$ cat config.mk
export PLATFORM = sky130hd
export DESIGN_NAME = button_debouncer_flat
export DESIGN_NICKNAME = d
export VERILOG_FILES = /design/src/rtl/button_debouncer_if.sv /design/src/rtl/button_debouncer.sv /design/src/flat_wrapper.sv
export SDC_FILE = /design/constraint.sdc
export NUM_CORES = 1
export LEC_CHECK = 0
export BUFFER_PORTS_ARGS = -buffer_cell sky130_fd_sc_hd__buf_2
export CAP_MARGIN = 10
export CORE_ASPECT_RATIO = 1.5
export CORE_MARGIN = 3
export CORE_UTILIZATION = 35
export DETAILED_ROUTE_END_ITERATION = 8
export PLACE_DENSITY = 0.55
export SLEW_MARGIN = 20
export SYNTH_ARGS = -nofsm -noshare
export SYNTH_HDL_FRONTEND = slang
export SYNTH_SLANG_ARGS = --single-unit
$ cat constraint.sdc
create_clock -name clk -period 2.5 [get_ports clk]
set_input_delay 0.5 -clock clk [delete_from_list [all_inputs] [get_ports clk]]
set_output_delay 0.5 -clock clk [all_outputs]
set_load 0.05 [all_outputs]
$ cat src/rtl/button_debouncer_if.sv
// Button-side bundle of the debouncer: raw button levels in, conditioned strobes out.
// The game-logic side (or a bench) uses master; the debouncer itself uses slave.
interface button_debouncer_if #(
  parameter int N_BTN = 4
);
  logic [N_BTN-1:0] buttons;
  logic [N_BTN-1:0] DPBs;
  logic [N_BTN-1:0] SCENs;
  logic [N_BTN-1:0] MCENs;
  logic [N_BTN-1:0] CCENs;

  modport master (output buttons, input DPBs, input SCENs, input MCENs, input CCENs);
  modport slave  (input buttons, output DPBs, output SCENs, output MCENs, output CCENs);
endinterface

$ cat src/rtl/button_debouncer.sv
// Per-button 2-FF synchronizer feeding an independent debounce / auto-repeat FSM.
// Outputs are registered decodes of the next state, so no input reaches an output combinationally.
module button_debouncer #(
  parameter int N_BTN           = 4,
  parameter int DEBOUNCE_CYCLES = 1_000_000,
  parameter int MCEN_DELAY      = 50_000_000,
  parameter int MCEN_PERIOD     = 10_000_000
) (
  input  logic              clk,
  input  logic              reset_n,
  button_debouncer_if.slave bus
);

  localparam int MAX_AB  = (DEBOUNCE_CYCLES > MCEN_DELAY) ? DEBOUNCE_CYCLES : MCEN_DELAY;
  localparam int MAX_CNT = (MAX_AB > MCEN_PERIOD) ? MAX_AB : MCEN_PERIOD;
  localparam int CNT_W   = $clog2(MAX_CNT);

  localparam logic [CNT_W-1:0] DEB_LAST = CNT_W'(DEBOUNCE_CYCLES - 1);
  localparam logic [CNT_W-1:0] DLY_LAST = CNT_W'(MCEN_DELAY - 1);
  localparam logic [CNT_W-1:0] PER_LAST = CNT_W'(MCEN_PERIOD - 1);

  typedef enum logic [2:0] {
    IDLE,
    WAIT_PRESS,
    SCEN_ST,
    HOLD,
    MCEN_ST,
    REPEAT,
    WAIT_RELEASE
  } state_t;

  logic [N_BTN-1:0] sync_p0;
  logic [N_BTN-1:0] sync_p1;

  state_t           state_q [N_BTN];
  state_t           state_d [N_BTN];
  logic [CNT_W-1:0] cnt_q   [N_BTN];
  logic [CNT_W-1:0] cnt_d   [N_BTN];

  logic [N_BTN-1:0] dpb_q;
  logic [N_BTN-1:0] scen_q;
  logic [N_BTN-1:0] mcen_q;
  logic [N_BTN-1:0] ccen_q;

  // Moore decode packed as {dpb, scen, mcen, ccen}.
  function automatic logic [3:0] decode(input state_t s);
    logic [3:0] o;
    o = 4'b0000;
    case (s)
      SCEN_ST:      o = 4'b1111;
      HOLD:         o = 4'b1001;
      MCEN_ST:      o = 4'b1011;
      REPEAT:       o = 4'b1001;
      WAIT_RELEASE: o = 4'b1000;
      default:      o = 4'b0000;
    endcase
    return o;
  endfunction

  // Next-state logic; cnt is cleared on every state change so it can never wrap.
  always_comb begin
    for (int i = 0; i < N_BTN; i++) begin
      state_d[i] = state_q[i];
      cnt_d[i]   = cnt_q[i];
      case (state_q[i])
        IDLE: begin
          cnt_d[i] = '0;
          if (sync_p1[i]) state_d[i] = WAIT_PRESS;
        end
        WAIT_PRESS: begin
          if (!sync_p1[i]) begin
            state_d[i] = IDLE;
            cnt_d[i]   = '0;
          end else if (cnt_q[i] == DEB_LAST) begin
            state_d[i] = SCEN_ST;
            cnt_d[i]   = '0;
          end else begin
            cnt_d[i] = cnt_q[i] + 1'b1;
          end
        end
        SCEN_ST: begin
          state_d[i] = HOLD;
          cnt_d[i]   = '0;
        end
        HOLD: begin
          if (!sync_p1[i]) begin
            state_d[i] = WAIT_RELEASE;
            cnt_d[i]   = '0;
          end else if (cnt_q[i] == DLY_LAST) begin
            state_d[i] = MCEN_ST;
            cnt_d[i]   = '0;
          end else begin
            cnt_d[i] = cnt_q[i] + 1'b1;
          end
        end
        MCEN_ST: begin
          state_d[i] = sync_p1[i] ? REPEAT : WAIT_RELEASE;
          cnt_d[i]   = '0;
        end
        REPEAT: begin
          if (!sync_p1[i]) begin
            state_d[i] = WAIT_RELEASE;
            cnt_d[i]   = '0;
          end else if (cnt_q[i] == PER_LAST) begin
            state_d[i] = MCEN_ST;
            cnt_d[i]   = '0;
          end else begin
            cnt_d[i] = cnt_q[i] + 1'b1;
          end
        end
        WAIT_RELEASE: begin
          // A bounce back to 1 resumes the hold and restarts the repeat delay.
          if (sync_p1[i]) begin
            state_d[i] = HOLD;
            cnt_d[i]   = '0;
          end else if (cnt_q[i] == DEB_LAST) begin
            state_d[i] = IDLE;
            cnt_d[i]   = '0;
          end else begin
            cnt_d[i] = cnt_q[i] + 1'b1;
          end
        end
        default: begin
          state_d[i] = IDLE;
          cnt_d[i]   = '0;
        end
      endcase
    end
  end

  always_ff @(posedge clk or negedge reset_n) begin
    if (!reset_n) begin
      sync_p0 <= '0;
      sync_p1 <= '0;
      dpb_q   <= '0;
      scen_q  <= '0;
      mcen_q  <= '0;
      ccen_q  <= '0;
      for (int i = 0; i < N_BTN; i++) begin
        state_q[i] <= IDLE;
        cnt_q[i]   <= '0;
      end
    end else begin
      // Stage p0 -> p1: metastability filter on the raw pins.
      sync_p0 <= bus.buttons;
      sync_p1 <= sync_p0;
      // FSM stage: state, counter and registered strobes.
      for (int i = 0; i < N_BTN; i++) begin
        state_q[i] <= state_d[i];
        cnt_q[i]   <= cnt_d[i];
        {dpb_q[i], scen_q[i], mcen_q[i], ccen_q[i]} <= decode(state_d[i]);
      end
    end
  end

  assign bus.DPBs  = dpb_q;
  assign bus.SCENs = scen_q;
  assign bus.MCENs = mcen_q;
  assign bus.CCENs = ccen_q;

endmodule

$ cat src/flat_wrapper.sv
// flat-port wrapper written by rule: the top's interface ports become plain ports
module button_debouncer_flat 
#(
  parameter int N_BTN           = 4,
  parameter int DEBOUNCE_CYCLES = 1_000_000,
  parameter int MCEN_DELAY      = 50_000_000,
  parameter int MCEN_PERIOD     = 10_000_000
)
  (clk, reset_n, bus_buttons, bus_DPBs, bus_SCENs, bus_MCENs, bus_CCENs);
  button_debouncer_if #(.N_BTN(N_BTN)) bus_i ();
  input  logic clk;
  input  logic reset_n;
  input wire logic [$bits(bus_i.buttons)-1:0] bus_buttons;
  output wire logic [$bits(bus_i.DPBs)-1:0] bus_DPBs;
  output wire logic [$bits(bus_i.SCENs)-1:0] bus_SCENs;
  output wire logic [$bits(bus_i.MCENs)-1:0] bus_MCENs;
  output wire logic [$bits(bus_i.CCENs)-1:0] bus_CCENs;
  assign bus_i.buttons = bus_buttons;
  assign bus_DPBs = bus_i.DPBs;
  assign bus_SCENs = bus_i.SCENs;
  assign bus_MCENs = bus_i.MCENs;
  assign bus_CCENs = bus_i.CCENs;
  button_debouncer #(.N_BTN(N_BTN), .DEBOUNCE_CYCLES(DEBOUNCE_CYCLES), .MCEN_DELAY(MCEN_DELAY), .MCEN_PERIOD(MCEN_PERIOD)) u_core (.clk(clk), .reset_n(reset_n), .bus(bus_i));
endmodule
* After elaboration in Yosys (flattened, before gate mapping)
Index checks and enable logic that the tools add are counted.
** Storage, ports and cells
- Bits in registers :: 140
- Input bits :: 6
- Output and inout bits :: 16
- Logic and storage cells :: 162
** Cells by class
- Add/subtract/negate cells :: 4
- Equal/unequal tests :: 56
- Mux-type cells :: 80
- Reduce and logical (&&, ||, !) cells :: 8
** Operators with widths (number)
- 26-bit 2-to-1 mux :: 28
- 26-bit case mux with 4 select lines :: 4
- 3-bit 2-to-1 mux :: 36
- 26-bit by 1-bit adder with 26-bit output (second input constant) :: 4
- 26-bit by 20-bit equality test with 1-bit output (second input constant) :: 4
- 26-bit by 24-bit equality test with 1-bit output (second input constant) :: 4
- 26-bit equality test (second input constant) :: 4
- 3-bit case mux with 7 select lines :: 4
- 3-bit equality test (second input constant) :: 24
- 4-bit case mux with 4 select lines :: 4
- 3-bit by 2-bit equality test with 1-bit output (second input constant) :: 16
- 3-bit by 1-bit equality test with 1-bit output (second input constant) :: 4
- 3-bit logical NOT :: 4
- 2-bit 2-to-1 mux :: 4
- 2-bit OR reduction :: 4

* Depth between registers and ports, before layout
- Word-level depth :: 7
- Mapped depth :: 9
- Mapped depth without buffers :: 8

* Worst setup path after synthesis
Ideal clock, no wire load.
- Path type :: register -> register
- From :: register u_core.cnt_q[52] in the netlist's numbering
- To :: register u_core.cnt_q[68] in the netlist's numbering
- Setup time :: 0.132 ns
- Arrival :: 2.360 ns
- Required time :: 2.368 ns
- Slack :: 0.008 ns
- Stages on the path, launching flop included :: 10
- Buffers on the path :: 2
- Clock period less this slack :: 2.492 ns
- Path through :: dfrtp_1 > ha_1 > and3_1 > nand3_1 > or4_1 > clkbuf_1 > o2bb2ai_1 > a22oi_2 > clkbuf_1 > nor2_1
** RTL lines
- start, declared :: line button_debouncer.sv:37 : logic [CNT_W-1:0] cnt_q [N_BTN];
- start signal, assigned by index :: line button_debouncer.sv:150 : cnt_q[i] <= cnt_d[i];

==> reports/metrics.cfg <==
[outcome]
status = completed

[clocking]
worstSkewPairLatency_ps = 420
cts_root_buf = clkbuf_16
numCtsBuffers = 17
clk_path_buf_depth = 2
clk_pin_slew_worst_paths_ps = 60
cts_htree_levels = 4
cts_num_sinks = 140
cts_tree = done

[place]
port_buffers = 21
dpl-instance-area_sq_um = 7659
gp_congestion = 0.8344
dp_hpwl_um = 10450

[detailed_routing]
viasPerCell = 5.044
totalWireLength_um = 14910
first_pass_iters = 4
drt-initial-drc-count = 314
vias = 5332
drt.antenna.violating_nets = 0
wl_per_cell_um = 14.10
drc_errors = 0

[synth]
yosysMostFrequentCell = nor2_1
synth-seq-area-share = 0.4988
syn_inst = 740
ys_seq_elements = 140
syn_nets = 750
syn_avg_cell_area_sq_um = 9.492
ys_warn_count = 0
yosys-top-cells-count = nor2_1 (156), dfrtp_1 (140), xor2_1 (54)
synth_enable_flop_cells = 0
synthTopCellsByArea = dfrtp_1 (50%), nor2_1 (8.3%), xor2_1 (6.7%), xnor2_1 (5.4%), nand4_1 (3.2%)
synth_async_sr_flop_share = 1.000
synth_top_flop_cell = dfrtp_1
synth_cell_types = 63
syn_area_sq_um = 7024
synth_top_cell_by_area = dfrtp_1
netlist.area_leader.share = 0.4988

[finish]
final_nets = 798
num_antenna_cells = 0
area_growth_syn_to_layout_pct = 17.39
layout-drive-gt1-share = 0.1248
fill_cells = 1930
stdcell_area_sq_um = 8245

[global_route]
first_global_vias = 5498
grt_usage = 0.1450
gr-total-overflow = 0
grt_pass1_wl_um = 26040
grt_max_degree = 59
antenna_found_initial = 0

[setup_path]
path_max_fanout = 26
required_ps = 2800
max_stage_delay_ps = 620
arrival_ps = 2680
r2r_cells = 7
crit_chain = nor4b_2 -> nand4_1 -> or4_1 -> a22o_1 -> a22oi_4 -> buf_12 -> nor2b_1
cp-start-kind = flip-flop
worstSetupPathType = reg2reg
setup.worst_path.end_class = flip-flop
worst_path_max_delay_cell = or4_1

[die]
num_rows = 62
die-area_sq_um = 21840
dieWidth_um = 121.7
start_util = 0.3622
pin_count = 22
dieHeight_um = 179.5
core-area_sq_um = 19390

[power_and_ir_drop]
combPwrFrac = 0.032
power_leakage_nw = 3.517
p_clk_frac = 0.497
intPower_w = 0.003858
p_seq_frac = 0.471
switchingPower_w = 0.001054
p_per_area_nw_per_um2 = 595.6
switching_share = 0.2146
vdd.ir_drop.worst_uv = 487.4

[timing]
hold_viol = 0
fin_crit_sh = 0.9529
report.final.slew_viol_count = 0
skew_ps = 7.541
setup_tns_ps = 0
rsz0062_at_grt = false
max_freq_ghz = 0.4198
relSlewSlack = 0.5243
holdWs_ps = 43.11
worstMarginPinSlew_ps = 708.1
setup_viol = 0
min_period_ps = 2382

[min_path]
hold_path_class = in2async

[run]
max_cap_violations = 0

## layout by cell type (no fill, tap or decap), types with 7 or more instances in the layout
master     Yosys  layout
buf_2          0      20
nand3_1       40      40
xnor2_1       43      43
xor2_1        54      54
nor2_1       156     156
inv_1         23      23
and4_1        11      11
a21oi_1        7       7
nor4_1        17      17
nor2b_1       11      11
nor3_1        18      18
buf_4          0      33
and3_1        10      10
clkbuf_16      0      17
nand4_1       36      36
dfrtp_1      140     140
nand2_1       49      49
## flip-flops by register name (all words and copies together), names as in the netlist
signal / count
u_core.bus.CCENs: 4
u_core.bus.DPBs: 4
u_core.bus.MCENs: 4
u_core.bus.SCENs: 4
u_core.cnt_q: 104
u_core.state_q: 12
u_core.sync_p0: 4
u_core.sync_p1: 4
## power by group through the flow
stage               Sequential (W)  Clock, W  Combinational [W]
global placement           0.00235         0           0.000164
finish                     0.00231   0.00244           0.000158
floorplan                  0.00234         0          0.0000827
CTS                        0.00231   0.00251           0.000166
global route               0.00232   0.00261           0.000183
detailed placement         0.00235         0           0.000165
## worst max-delay path, delay by kind of cell (launching register included)
kind	cells	cell delay (ps)
AOI/OAI and AO/OA	2	480
and+or+nand+nor	4	1140
buffers and inverters	1	190
DFF	1	430
## per-stage QoR
stage / worst slack (ps) / utilization / total power [W] / cells
floorplan: 8.173 / - / 0.002422 / 740
global placement: 26.31 / 0.3949 / 0.002517 / 1025
detailed placement: 53.35 / 0.3949 / 0.002518 / 1025
CTS: 29.04 / 0.4246 / 0.004989 / 1057
global route: 6.891 / 0.4252 / 0.005106 / 1057
finish: 117.7 / 0.4252 / 0.004911 / 1057
## worst paths after layout
check,slack [ps],endpoint,from
min in group clk,190,u_core.sync_p0[1]$_DFF_PN0_,bus_buttons[1]
max,120,u_core.cnt_q[1]$_DFF_PN0_,u_core.cnt_q[16]$_DFF_PN0_
min,40,u_core.sync_p0[1]$_DFF_PN0_,reset_n
min reg2reg,360,u_core.sync_p1[0]$_DFF_PN0_,u_core.sync_p0[0]$_DFF_PN0_
max reg2reg,120,u_core.cnt_q[1]$_DFF_PN0_,u_core.cnt_q[16]$_DFF_PN0_
max in group asynchronous,1720,u_core.sync_p0[2]$_DFF_PN0_,reset_n
## area by class of cell
cell class                      instances  area (sq um)  share of cell area
Multi-Input combinational cell        548          3319              0.4026
Clock buffer                           26         519.2             0.06297
Timing Repair Buffer                   58         439.2             0.05326
Tap cell                              256         320.3             0.03885
Clock inverter                          6         57.56            0.006980
Sequential cell                       140          3503              0.4249
Inverter                               23         86.33             0.01047
## cell families (layout without fill, tap and decap cells)
group / count (synthesis) / count (layout) / synth area share
AO/OA/AOI/OAI: 57 / 57 / 0.06359
XOR/XNOR: 97 / 97 / 0.1209
adder cells (fa/ha/maj): 4 / 4 / 0.007125
buffers and inverters: 52 / 113 / 0.03010
flip-flops: 140 / 140 / 0.4988
multiplexers: 2 / 2 / 0.002850
AND/OR/NAND/NOR: 388 / 388 / 0.2766
## routing by layer
layer	track usage	share of wire
met2	0.2547	0.52
met3	0.03208	0.019
met4	0.06057	0.025
met1	0.1682	0.43
met5	0	0
## what timing repair did
item	4_1_cts	5_1_grt
endpoints found under the setup margin	0	44
buffers inserted	0	0
gates resized for setup	0	2
hold buffers	0	0
Note: power is estimated with default switching activity, not from simulation.
